===== config.mk =====
export PLATFORM = sky130hd
export DESIGN_NAME = ps2_mouse_packet_decoder
export DESIGN_NICKNAME = d
export VERILOG_FILES = /design/src/rtl/ps2_mouse_packet_decoder_pkg.sv /design/src/rtl/ps2_byte_fifo.sv /design/src/rtl/ps2_mouse_packet_decoder.sv
export SDC_FILE = /design/constraint.sdc
export NUM_CORES = 1
export LEC_CHECK = 0
export ABC_CLOCK_PERIOD_IN_PS = 4840
export CAP_MARGIN = 15
export CORE_MARGIN = 2
export CORE_UTILIZATION = 47
export CTS_CLUSTER_DIAMETER = 150
export DETAILED_ROUTE_END_ITERATION = 7
export GPL_TIMING_DRIVEN = 0
export PLACE_DENSITY = 0.73
export SYNTH_ARGS = -nofsm -noshare
export SYNTH_HDL_FRONTEND = slang
export SYNTH_SLANG_ARGS = --single-unit

===== constraint.sdc =====
create_clock -name clk -period 4.84 [get_ports clk]
set_clock_uncertainty 0.2 [all_clocks]
set_input_delay 0.968 -clock clk [delete_from_list [all_inputs] [get_ports clk]]
set_output_delay 0.968 -clock clk [all_outputs]
set_load 0.005 [all_outputs]

===== src/rtl/ps2_mouse_packet_decoder_pkg.sv =====
// -----------------------------------------------------------------------------
// ps2_mouse_packet_decoder_pkg
//   Shared definitions for the PS/2 mouse back end: framing FSM state
//   encodings, PS/2 byte-0 bit positions, Kempston button bit positions,
//   the packet-update record and helpers that decode byte 0 and scale one
//   movement axis.
// -----------------------------------------------------------------------------
package ps2_mouse_packet_decoder_pkg;

    // Framing FSM states (byte index expected next).
    localparam logic [1:0] ST_B0 = 2'd0;
    localparam logic [1:0] ST_B1 = 2'd1;
    localparam logic [1:0] ST_B2 = 2'd2;
    localparam logic [1:0] ST_B3 = 2'd3;

    // PS/2 byte-0 bit positions.
    localparam int B0_LEFT  = 0;
    localparam int B0_RIGHT = 1;
    localparam int B0_MID   = 2;
    localparam int B0_SYNC  = 3;
    localparam int B0_XS    = 4;
    localparam int B0_YS    = 5;
    localparam int B0_XO    = 6;
    localparam int B0_YO    = 7;

    // Kempston button byte bit positions (buttons active-low).
    localparam int KM_RIGHT = 0;
    localparam int KM_LEFT  = 1;
    localparam int KM_MID   = 2;
    localparam int KM_ONE   = 3;

    // Byte-0 fields kept while the rest of a packet arrives.
    typedef struct packed {
        logic       yo;
        logic       xo;
        logic       ys;
        logic       xs;
        logic       mid;
        logic       right;
        logic       left;
    } hdr_t;

    // Fully decoded packet, applied to the accumulators one cycle later.
    typedef struct packed {
        logic [7:0] dx;
        logic [7:0] dy;
        logic [3:0] dw;
        logic       mid;
        logic       right;
        logic       left;
    } pkt_update_t;

    function automatic hdr_t header_from_byte(input logic [7:0] b);
        hdr_t h;
        h.yo    = b[B0_YO];
        h.xo    = b[B0_XO];
        h.ys    = b[B0_YS];
        h.xs    = b[B0_XS];
        h.mid   = b[B0_MID];
        h.right = b[B0_RIGHT];
        h.left  = b[B0_LEFT];
        return h;
    endfunction

    // 9-bit signed delta, zeroed on axis overflow, divided by 2**shift with
    // an arithmetic shift (floor), truncated to the 8-bit accumulator width.
    function automatic logic [7:0] scaled_delta(input logic sign, input logic [7:0] mag,
                                                input logic ovf, input int shift);
        logic signed [8:0] d;
        d = ovf ? 9'sd0 : $signed({sign, mag});
        d = d >>> shift;
        return d[7:0];
    endfunction

endpackage


===== src/rtl/ps2_byte_fifo.sv =====
// -----------------------------------------------------------------------------
// ps2_byte_fifo
//   Small show-ahead FIFO for raw PS/2 bytes.
//   Ports:
//     clk, rst      clock, synchronous active-high reset
//     push, din     write strobe and data (ignored when full unless popping)
//     pop           discard head (ignored when empty)
//     dout          head word, zero when empty
//     count         words held (0 .. 2**AW)
//     full, empty   status
// -----------------------------------------------------------------------------
module ps2_byte_fifo #(
    parameter int AW = 3,
    parameter int W  = 8
) (
    input  logic          clk,
    input  logic          rst,
    input  logic          push,
    input  logic          pop,
    input  logic [W-1:0]  din,
    output logic [W-1:0]  dout,
    output logic [AW:0]   count,
    output logic          full,
    output logic          empty
);

    localparam int DEPTH = 2 ** AW;

    logic [W-1:0]  mem [DEPTH];
    logic [AW-1:0] wr_ptr;
    logic [AW-1:0] rd_ptr;
    logic          do_push;
    logic          do_pop;

    assign full  = (count == (AW + 1)'(DEPTH));
    assign empty = (count == '0);

    // A pop on a full FIFO frees the slot the same-cycle push lands in.
    assign do_pop  = pop && !empty;
    assign do_push = push && (!full || do_pop);

    assign dout = empty ? '0 : mem[rd_ptr];

    always_ff @(posedge clk) begin
        if (do_push) begin
            mem[wr_ptr] <= din;
        end
    end

    always_ff @(posedge clk) begin
        if (rst) begin
            wr_ptr <= '0;
            rd_ptr <= '0;
            count  <= '0;
        end else begin
            if (do_push) begin
                wr_ptr <= wr_ptr + 1'b1;
            end
            if (do_pop) begin
                rd_ptr <= rd_ptr + 1'b1;
            end
            case ({do_push, do_pop})
                2'b10:   count <= count + 1'b1;
                2'b01:   count <= count - 1'b1;
                default: count <= count;
            endcase
        end
    end

endmodule


===== src/rtl/ps2_mouse_packet_decoder.sv =====
// -----------------------------------------------------------------------------
// ps2_mouse_packet_decoder
//   Frames 3-byte (standard) or 4-byte (wheel) PS/2 mouse packets from the
//   received-byte stream, accumulates Kempston X/Y/wheel and buttons, and
//   buffers every raw byte in a FIFO for the MOUSEDATA register.
//
//   state | meaning
//   ------+----------------------------------------------------------
//   B0    | waiting for byte 0 (must have sync bit set)
//   B1    | byte 0 held, waiting for X movement byte
//   B2    | waiting for Y movement byte (last byte in 3-byte mode)
//   B3    | waiting for wheel byte (4-byte mode only)
//
//   Ports:
//     clk, rst          clock, synchronous active-high reset
//     rx_data/rx_valid  received byte and its one-cycle strobe
//     wheel_mode        1 = 4-byte packets, sampled when byte 0 is accepted
//     fifo_pop          discard FIFO head
//     status_clr        clear sticky flags (a same-cycle set wins)
//     fifo_dout         FIFO head, 8'h00 when empty
//     fifo_count        bytes held
//     fifo_overflow     sticky: byte dropped on full FIFO
//     sync_error        sticky: bad byte 0 or mid-packet timeout
//     packet_strobe     one-cycle pulse when Kempston outputs change
//     kmouse_x/y        accumulated position, wraps mod 256
//     kmouse_buttons    {wheel[3:0], 1, ~mid, ~left, ~right}
// -----------------------------------------------------------------------------
module ps2_mouse_packet_decoder
    import ps2_mouse_packet_decoder_pkg::*;
#(
    parameter int FIFO_AW        = 3,
    parameter int DIV_SHIFT      = 0,
    parameter int TIMEOUT_CYCLES = 56000
) (
    input  logic               clk,
    input  logic               rst,
    input  logic [7:0]         rx_data,
    input  logic               rx_valid,
    input  logic               wheel_mode,
    input  logic               fifo_pop,
    input  logic               status_clr,
    output logic [7:0]         fifo_dout,
    output logic [FIFO_AW:0]   fifo_count,
    output logic               fifo_overflow,
    output logic               sync_error,
    output logic               packet_strobe,
    output logic [7:0]         kmouse_x,
    output logic [7:0]         kmouse_y,
    output logic [7:0]         kmouse_buttons
);

    localparam int TW = $clog2(TIMEOUT_CYCLES + 1);
    localparam logic [TW-1:0] TIMER_LAST = TW'(TIMEOUT_CYCLES - 1);
    localparam logic [TW-1:0] TIMER_SAT  = TW'(TIMEOUT_CYCLES);

    logic [1:0]     state;
    hdr_t           hdr_q;
    logic           wm_q;
    logic [7:0]     b1_q;
    logic [7:0]     b2_q;
    logic [TW-1:0]  timer;

    pkt_update_t    upd_next;
    pkt_update_t    upd_q;
    logic           upd_pending;

    logic [7:0]     x_q;
    logic [7:0]     y_q;
    logic [3:0]     wheel_q;
    logic           left_q;
    logic           right_q;
    logic           mid_q;

    logic           fifo_full;
    logic           fifo_empty;
    logic           fifo_drop;

    logic           b0_bad;
    logic           timeout_hit;
    logic           pkt_done;

    ps2_byte_fifo #(
        .AW (FIFO_AW),
        .W  (8)
    ) u_fifo (
        .clk   (clk),
        .rst   (rst),
        .push  (rx_valid),
        .pop   (fifo_pop),
        .din   (rx_data),
        .dout  (fifo_dout),
        .count (fifo_count),
        .full  (fifo_full),
        .empty (fifo_empty)
    );

    assign fifo_drop = rx_valid && fifo_full && !(fifo_pop && !fifo_empty);

    assign b0_bad      = rx_valid && (state == ST_B0) && !rx_data[B0_SYNC];
    // A byte arriving on the terminal cycle keeps the packet alive.
    assign timeout_hit = !rx_valid && (state != ST_B0) && (timer == TIMER_LAST);
    assign pkt_done    = rx_valid && (((state == ST_B2) && !wm_q) || (state == ST_B3));

    always_comb begin
        upd_next       = '0;
        upd_next.dx    = scaled_delta(hdr_q.xs, b1_q, hdr_q.xo, DIV_SHIFT);
        upd_next.dy    = scaled_delta(hdr_q.ys, (state == ST_B2) ? rx_data : b2_q,
                                      hdr_q.yo, DIV_SHIFT);
        upd_next.dw    = (state == ST_B3) ? rx_data[3:0] : 4'h0;
        upd_next.mid   = hdr_q.mid;
        upd_next.right = hdr_q.right;
        upd_next.left  = hdr_q.left;
    end

    always_ff @(posedge clk) begin
        if (rst) begin
            state <= ST_B0;
            hdr_q <= '0;
            wm_q  <= 1'b0;
            b1_q  <= 8'h00;
            b2_q  <= 8'h00;
        end else if (timeout_hit) begin
            state <= ST_B0;
        end else if (rx_valid) begin
            case (state)
                ST_B0: begin
                    if (rx_data[B0_SYNC]) begin
                        hdr_q <= header_from_byte(rx_data);
                        wm_q  <= wheel_mode;
                        state <= ST_B1;
                    end
                end
                ST_B1: begin
                    b1_q  <= rx_data;
                    state <= ST_B2;
                end
                ST_B2: begin
                    b2_q  <= rx_data;
                    state <= wm_q ? ST_B3 : ST_B0;
                end
                ST_B3: begin
                    state <= ST_B0;
                end
                default: begin
                    state <= ST_B0;
                end
            endcase
        end
    end

    always_ff @(posedge clk) begin
        if (rst) begin
            timer <= '0;
        end else if (rx_valid) begin
            timer <= '0;
        end else if (timeout_hit) begin
            timer <= TIMER_SAT;
        end else if (state != ST_B0) begin
            timer <= timer + 1'b1;
        end
    end

    always_ff @(posedge clk) begin
        if (rst) begin
            upd_pending   <= 1'b0;
            upd_q         <= '0;
            packet_strobe <= 1'b0;
            x_q           <= 8'h00;
            y_q           <= 8'h00;
            wheel_q       <= 4'h0;
            left_q        <= 1'b0;
            right_q       <= 1'b0;
            mid_q         <= 1'b0;
        end else begin
            packet_strobe <= upd_pending;
            upd_pending   <= pkt_done;
            if (pkt_done) begin
                upd_q <= upd_next;
            end
            if (upd_pending) begin
                x_q     <= x_q + upd_q.dx;
                y_q     <= y_q + upd_q.dy;
                // PS/2 reports scroll-up as negative; Kempston counts it up.
                wheel_q <= wheel_q - upd_q.dw;
                left_q  <= upd_q.left;
                right_q <= upd_q.right;
                mid_q   <= upd_q.mid;
            end
        end
    end

    always_ff @(posedge clk) begin
        if (rst) begin
            sync_error    <= 1'b0;
            fifo_overflow <= 1'b0;
        end else begin
            if (b0_bad || timeout_hit) begin
                sync_error <= 1'b1;
            end else if (status_clr) begin
                sync_error <= 1'b0;
            end
            if (fifo_drop) begin
                fifo_overflow <= 1'b1;
            end else if (status_clr) begin
                fifo_overflow <= 1'b0;
            end
        end
    end

    assign kmouse_x = x_q;
    assign kmouse_y = y_q;

    always_comb begin
        kmouse_buttons           = 8'h00;
        kmouse_buttons[7:4]      = wheel_q;
        kmouse_buttons[KM_ONE]   = 1'b1;
        kmouse_buttons[KM_MID]   = ~mid_q;
        kmouse_buttons[KM_LEFT]  = ~left_q;
        kmouse_buttons[KM_RIGHT] = ~right_q;
    end

endmodule

Word level (Yosys, flattened, before mapping)

Memory sizes are Yosys's and may differ from the RTL's. A register that Yosys moved wholly into a read port is not among the register bits.
Cells that the tools add are included.

Memories kept: 1
Register bits after elaboration: 100
Memory bits (writable): 64
Output and inout port bits: 39

Memory list:

| name       | words | width | rd ports | clocked after Yosys merged registers in | wr ports | line                | source |
|---|---|---|---|---|---|---|---|
| u_fifo.mem | 8     | 8     | 1        | 1                                       | 1        | ps2_byte_fifo.sv:29 | `logic [W-1:0] mem [DEPTH];` |

Add/sub/neg operators: 8
Multiplexer cells: 18
Reductions and logical operators: 33
Bitwise logic cells: 4
Equality and inequality tests: 8

Operators with widths:

| operator                                       | count |
|---|---|
| 2-to-1 mux 16 bit                              | 2 |
| 2-to-1 mux 8 bit                               | 4 |
| adder 16 x 1 -> 16 bit (second input constant) | 1 |
| adder 8 bit                                    | 2 |
| == test 16 bit (second input constant)         | 1 |
| logical AND 1 bit                              | 10 |
| nonzero test 2 bit                             | 5 |
| case mux 2 bit (4 select lines)                | 1 |
| case mux 4 bit (2 select lines)                | 1 |
| adder 3 x 1 -> 3 bit (second input constant)   | 2 |
| == test 2 bit (second input constant)          | 3 |
| logical NOT 1 bit                              | 6 |
| 2-to-1 mux 3 bit                               | 2 |
| 2-to-1 mux 1 bit                               | 5 |
| adder 4 x 1 -> 4 bit (second input constant)   | 1 |
| == test 2 x 1 -> 1 bit (second input constant) | 2 |
| == test 4 bit (second input constant)          | 1 |
| logical NOT 4 bit                              | 1 |
| 2-to-1 mux 2 bit                               | 2 |
| 2-to-1 mux 4 bit                               | 1 |
| NOT 1 bit                                      | 4 |
| AND reduction 2 bit                            | 2 |
| AND reduction 4 bit                            | 1 |
| OR reduction 2 bit                             | 2 |
| 7 further kinds                                | 9 |

Longest topological paths before layout

Word-level depth: 7
Gate-level depth with buffers: 9
Gate-level depth less buffers: 8

Modules after synthesis

A second synthesis with hierarchy kept.

Cells, all modules: 656
Area total of the unflattened synthesis: 7,385.8 um^2

By module, submodules not included:

| module                   | area an instance (um^2) | cells each | sequential area each (um^2) | instances |
|---|---|---|---|---|
| ps2_mouse_packet_decoder | 4,200.3                 | 471        | 1,801.7                     | 1 |
| ps2_byte_fifo            | 3,185.6                 | 185        | 2,182.1                     | 1 |

Worst setup path after synthesis

No wires, ideal clock.

Path type: register to output
Start point: reg (tool-made name)
End point: out fifo_dout[5]
Slack: 2.150 ns
Required time: 3.672 ns
Arrival: 1.522 ns
Cell stages (with the launch flop): 6
Cells stage by stage: dfxtp_1 > buf_2 > buf_2 > mux4_2 > mux2i_1 > nor2_1

RTL lines:

| element       | line                           | source |
|---|---|---|
| end, declared | ps2_mouse_packet_decoder.sv:42 | `output logic [7:0] fifo_dout,` |

==> summary.md <==
| Metric | Value |
|---|---|
| Status | `finished clean` |
| Detailed-route wire length | `15,260 µm` |
| Final hold slack | `0.2627 ns` |
| Routed len/inst | `16.61 µm` |
| Core box area | `15,090 µm²` |
| Syn Area/Cell | `11.15 µm²` |
| Clk buf depth | `2` |
| Achievable frequency | `0.2560 GHz` |
| Global-route wire length before repair | `25,390 µm` |
| Num rows | `45` |
| CP most frequent cell | `clkbuf_1` |
| Placed cells | `886` |
| Antenna violations before repair | `0` |
| Vias in the first global route | `5,053` |
| Min Clock Period, post-route | `3.906 ns` |
| Total power after layout | `3292 µW` |
| Hold Buf Count CTS | `0` |
| Most frequent cells in the layout | `dfxtp_1, nor2_1, edfxtp_1` |
| RSZ-0062 raised after global routing | `false` |
| # clock sinks | `167` |
| Routed Antenna Nets | `0` |
| Slew Limit Fails | `0` |
| Crit share post-route | `80.70%` |
| Via count | `5,020` |
| Critical Path Start Type | `flop` |
| Comb pwr share | `12.3%` |
| Worst endpoint required time | `3.67 ns` |
| #FFs+latches synth | `167` |
| R2R depth | `7` |
| DIE HEIGHT | `128.0 µm` |
| Critical Path Sink | `fifo_dout[1]` |
| Final setup fails | `0` |
| Reg-to-Reg End | `u_fifo.count[2]$_SDFFE_PP0P_` |
| Max Fanout on Critical Path | `10` |
| Max cap viols | `0` |
| Class of the tightest hold or removal check | `flop to flop` |
| Sw Pwr | `800.7 µW` |
| Commonest non-fill, non-tap cell in the layout | `dfxtp_1` |
| Worst skew pair latency | `0.42 ns` |
| DRC Markers | `0` |
| Seq pwr share | `46.2%` |
| LEAKAGE | `0.003064 µW` |
| Endpoints failing hold | `0` |
| Post-synth EDFFs | `64` |
| Drt first pass iters | `5` |
| Final RePlAce weighted congestion | `0.8460` |
| Pwr Density | `383.6 nW/µm²` |
| Netlist Area Pre-Place | `7228 µm²` |
| Filler Cells Inserted | `1,230` |
| Die area | `16,390 µm²` |
| Slew headroom | `26.97%` |
| Crit. End Element | `primary output` |
| HPWL after DPL | `10,670 µm` |
| Die W | `128.0 µm` |
| VDD IR-drop max | `0.2337 mV` |
| FF-to-FF setup slack | `2.29 ns` |
| DRT iter0 DRCs | `331` |
| Worst R2R Start | `u_fifo.count[0]$_SDFFE_PP0P_` |
| Fraction of layout cells with a size suffix above 1 | `11.08%` |
| Post-synth ARST share | `0%` |
| Post-CTS Setup Inserts | `0` |
| Diode count | `0` |
| GRT Overall Usage | `19.85%` |
| Crit-path slowest cell | `clkbuf_1` |
| Port Buf Inserts | `50` |
| Root Buffer | `clkbuf_16` |
| Clock Power Share | `41.5%` |
| Vias/cell | `5.462` |
| Final net count | `756` |
| Int Power | `2492 µW` |
| CTS clock-pin slew for the worst setup and hold paths | `0.07 ns` |
| CTS tree | `yes` |
| CTS buffer count | `17` |
| Setup TNS | `0 ns` |
| Area grow syn2layout | `18.73%` |
| # IOs | `53` |
| Max incr delay on CP | `0.54 ns` |
| Largest net degree at the start of global routing | `17` |
| Post-Layout Cell Count | `919` |
| WP data arrival | `2.74 ns` |
| Post-CTS sizing | `0` |
| Predominant post-synthesis flop cell | `dfxtp_1` |
| Post-Syn Instances | `648` |
| Synth Warn # | `0` |
| Yosys cell types | `56` |
| Grt ovf | `0` |
| Switch share | `24.32%` |
| Slew @ Worst Pin | `1.087 ns` |
| Register area share after synthesis | `55.12%` |
| Worst path cell trace | `clkbuf_1 > clkbuf_1 > mux4_2 > mux2i_1 > nor2_1 > clkdlybuf4s50_1` |
| Initial core utilization | `47.90%` |
| H-tree level count | `4` |
| Net Count, Synth | `686` |
| Critical path type | `flop to primary output` |
[synth_stat cells, drive strengths merged (2+ instances only)]
library cell / instances / share of area (%)
or4b: 2 / 0.28
a21o: 5 / 0.52
nand4b: 2 / 0.24
o211ai: 3 / 0.31
a31oi: 3 / 0.26
xor2: 15 / 1.8
o21ai: 7 / 0.54
o21a: 3 / 0.31
a31o: 2 / 0.24
mux4: 16 / 5.0
nor3: 9 / 0.69
buf: 15 / 1.1
nand4: 7 / 0.61
nand3: 18 / 1.2
a22oi: 8 / 0.83
inv: 18 / 0.93
ha: 21 / 3.6
edfxtp: 64 / 27
fa: 3 / 0.83
nand2b: 5 / 0.43
nor2b: 11 / 0.95
a21oi: 37 / 2.6
clkbuf: 22 / 1.1
and4: 2 / 0.24
and3: 2 / 0.19
or3: 3 / 0.26
xnor2: 12 / 1.5
o22ai: 2 / 0.17
nand2: 47 / 2.4
or2: 5 / 0.43
o41ai: 2 / 0.35
a211oi: 5 / 0.52
mux2: 11 / 1.7
mux2i: 37 / 5.1
nor2: 96 / 5.0
nor4: 6 / 0.52
dfxtp: 103 / 29
nor3b: 9 / 0.93
[registers in the layout, summed over array words and instances, names as in the netlist, 5 cells and up, named ones only]
| register | cells |
|---|---|
| upd_q | 23 |
| hdr_q | 5 |
| kmouse_y | 8 |
| timer | 16 |
| b1_q | 8 |
| b2_q | 8 |
| u_fifo.mem | 64 |
| kmouse_x | 8 |
[power by group through the flow]
| stage | Clock (µW) | Combinational [µW] | Sequential [µW] |
|---|---|---|---|
| 6_report | 1370 | 404 | 1520 |
| 5_1_grt | 1450 | 448 | 1520 |
| 4_1_cts | 1390 | 409 | 1520 |
| 3_5_place_dp | 0 | 408 | 1550 |
| 3_3_place_gp | 0 | 394 | 1550 |
| 2_1_floorplan | 0 | 253 | 1550 |
[critical path: cells and delay by family (launching register included)]
kind	cells	cell delay (ns)
muxes	2	0.60
DFF	1	0.31
buffers and inverters	3	1.36
and+or+nand+nor	1	0.05
[how the worst min path moves through the flow]
stage | cells past startpoint | start | endpoint
after floorplan | 2 | hdr_q[0]$_SDFFE_PP0P_ | upd_q[0]$_SDFFE_PP0P_
after global placement | 2 | b2_q[5]$_SDFFE_PP0P_ | b2_q[5]$_SDFFE_PP0P_
after detailed placement | 2 | upd_q[5]$_SDFFE_PP0P_ | upd_q[5]$_SDFFE_PP0P_
after CTS | 2 | b2_q[0]$_SDFFE_PP0P_ | b2_q[0]$_SDFFE_PP0P_
after global routing | 2 | b2_q[3]$_SDFFE_PP0P_ | b2_q[3]$_SDFFE_PP0P_
final | 2 | b2_q[5]$_SDFFE_PP0P_ | b2_q[5]$_SDFFE_PP0P_
[cell families (layout without fill, tap and decap cells)]
family                   after synthesis  in the layout  synth area share [%]
adder cells (fa/ha/maj)               24             24                 4.466
flip-flops                           167            167                 55.12
other                                  1              1               0.05188
buffers and inverters                 55            138                 3.220
XOR/XNOR                              27             27                 3.272
multiplexers                          64             64                 11.82
AO/OA/AOI/OAI                         83             83                 7.305
AND/OR/NAND/NOR                      227            227                 14.75
[metal layers]
| metal | part of all wire (%) | vias up | GRT usage, % |
|---|---|---|---|
| met2 | 49 | 119 | 33.41 |
| met3 | 3.4 | 16 | 4.508 |
| met1 | 46 | 2438 | 25.46 |
| met5 | 0 | - | 0 |
| met4 | 1.6 | 0 | 6.593 |
| li1 | - | 2447 | - |
[area by class of cell]
type | count | area, µm² | share of cell area [%]
Sequential cell | 167 | 3984 | 46.42
Multi-Input combinational cell | 426 | 3018 | 35.17
Timing Repair Buffer | 51 | 508.0 | 5.919
Clock buffer | 19 | 442.9 | 5.161
Tap cell | 188 | 235.2 | 2.741
Buffer | 37 | 165.2 | 1.924
Clock inverter | 13 | 161.4 | 1.881
Inverter | 18 | 67.56 | 0.7873
[stage by stage]
stage | worst slack, ns | instance area [µm²] | utilization [%]
5_1_grt | 0.7698 | 8582 | 56.87
6_report | 0.9340 | 8582 | 56.87
4_1_cts | 0.8977 | 8574 | 56.82
2_1_floorplan | 2.150 | 7228 | -
3_3_place_gp | 1.360 | 7964 | 52.78
3_5_place_dp | 1.284 | 7970 | 52.82
Power figures use the tool's default switching activity.
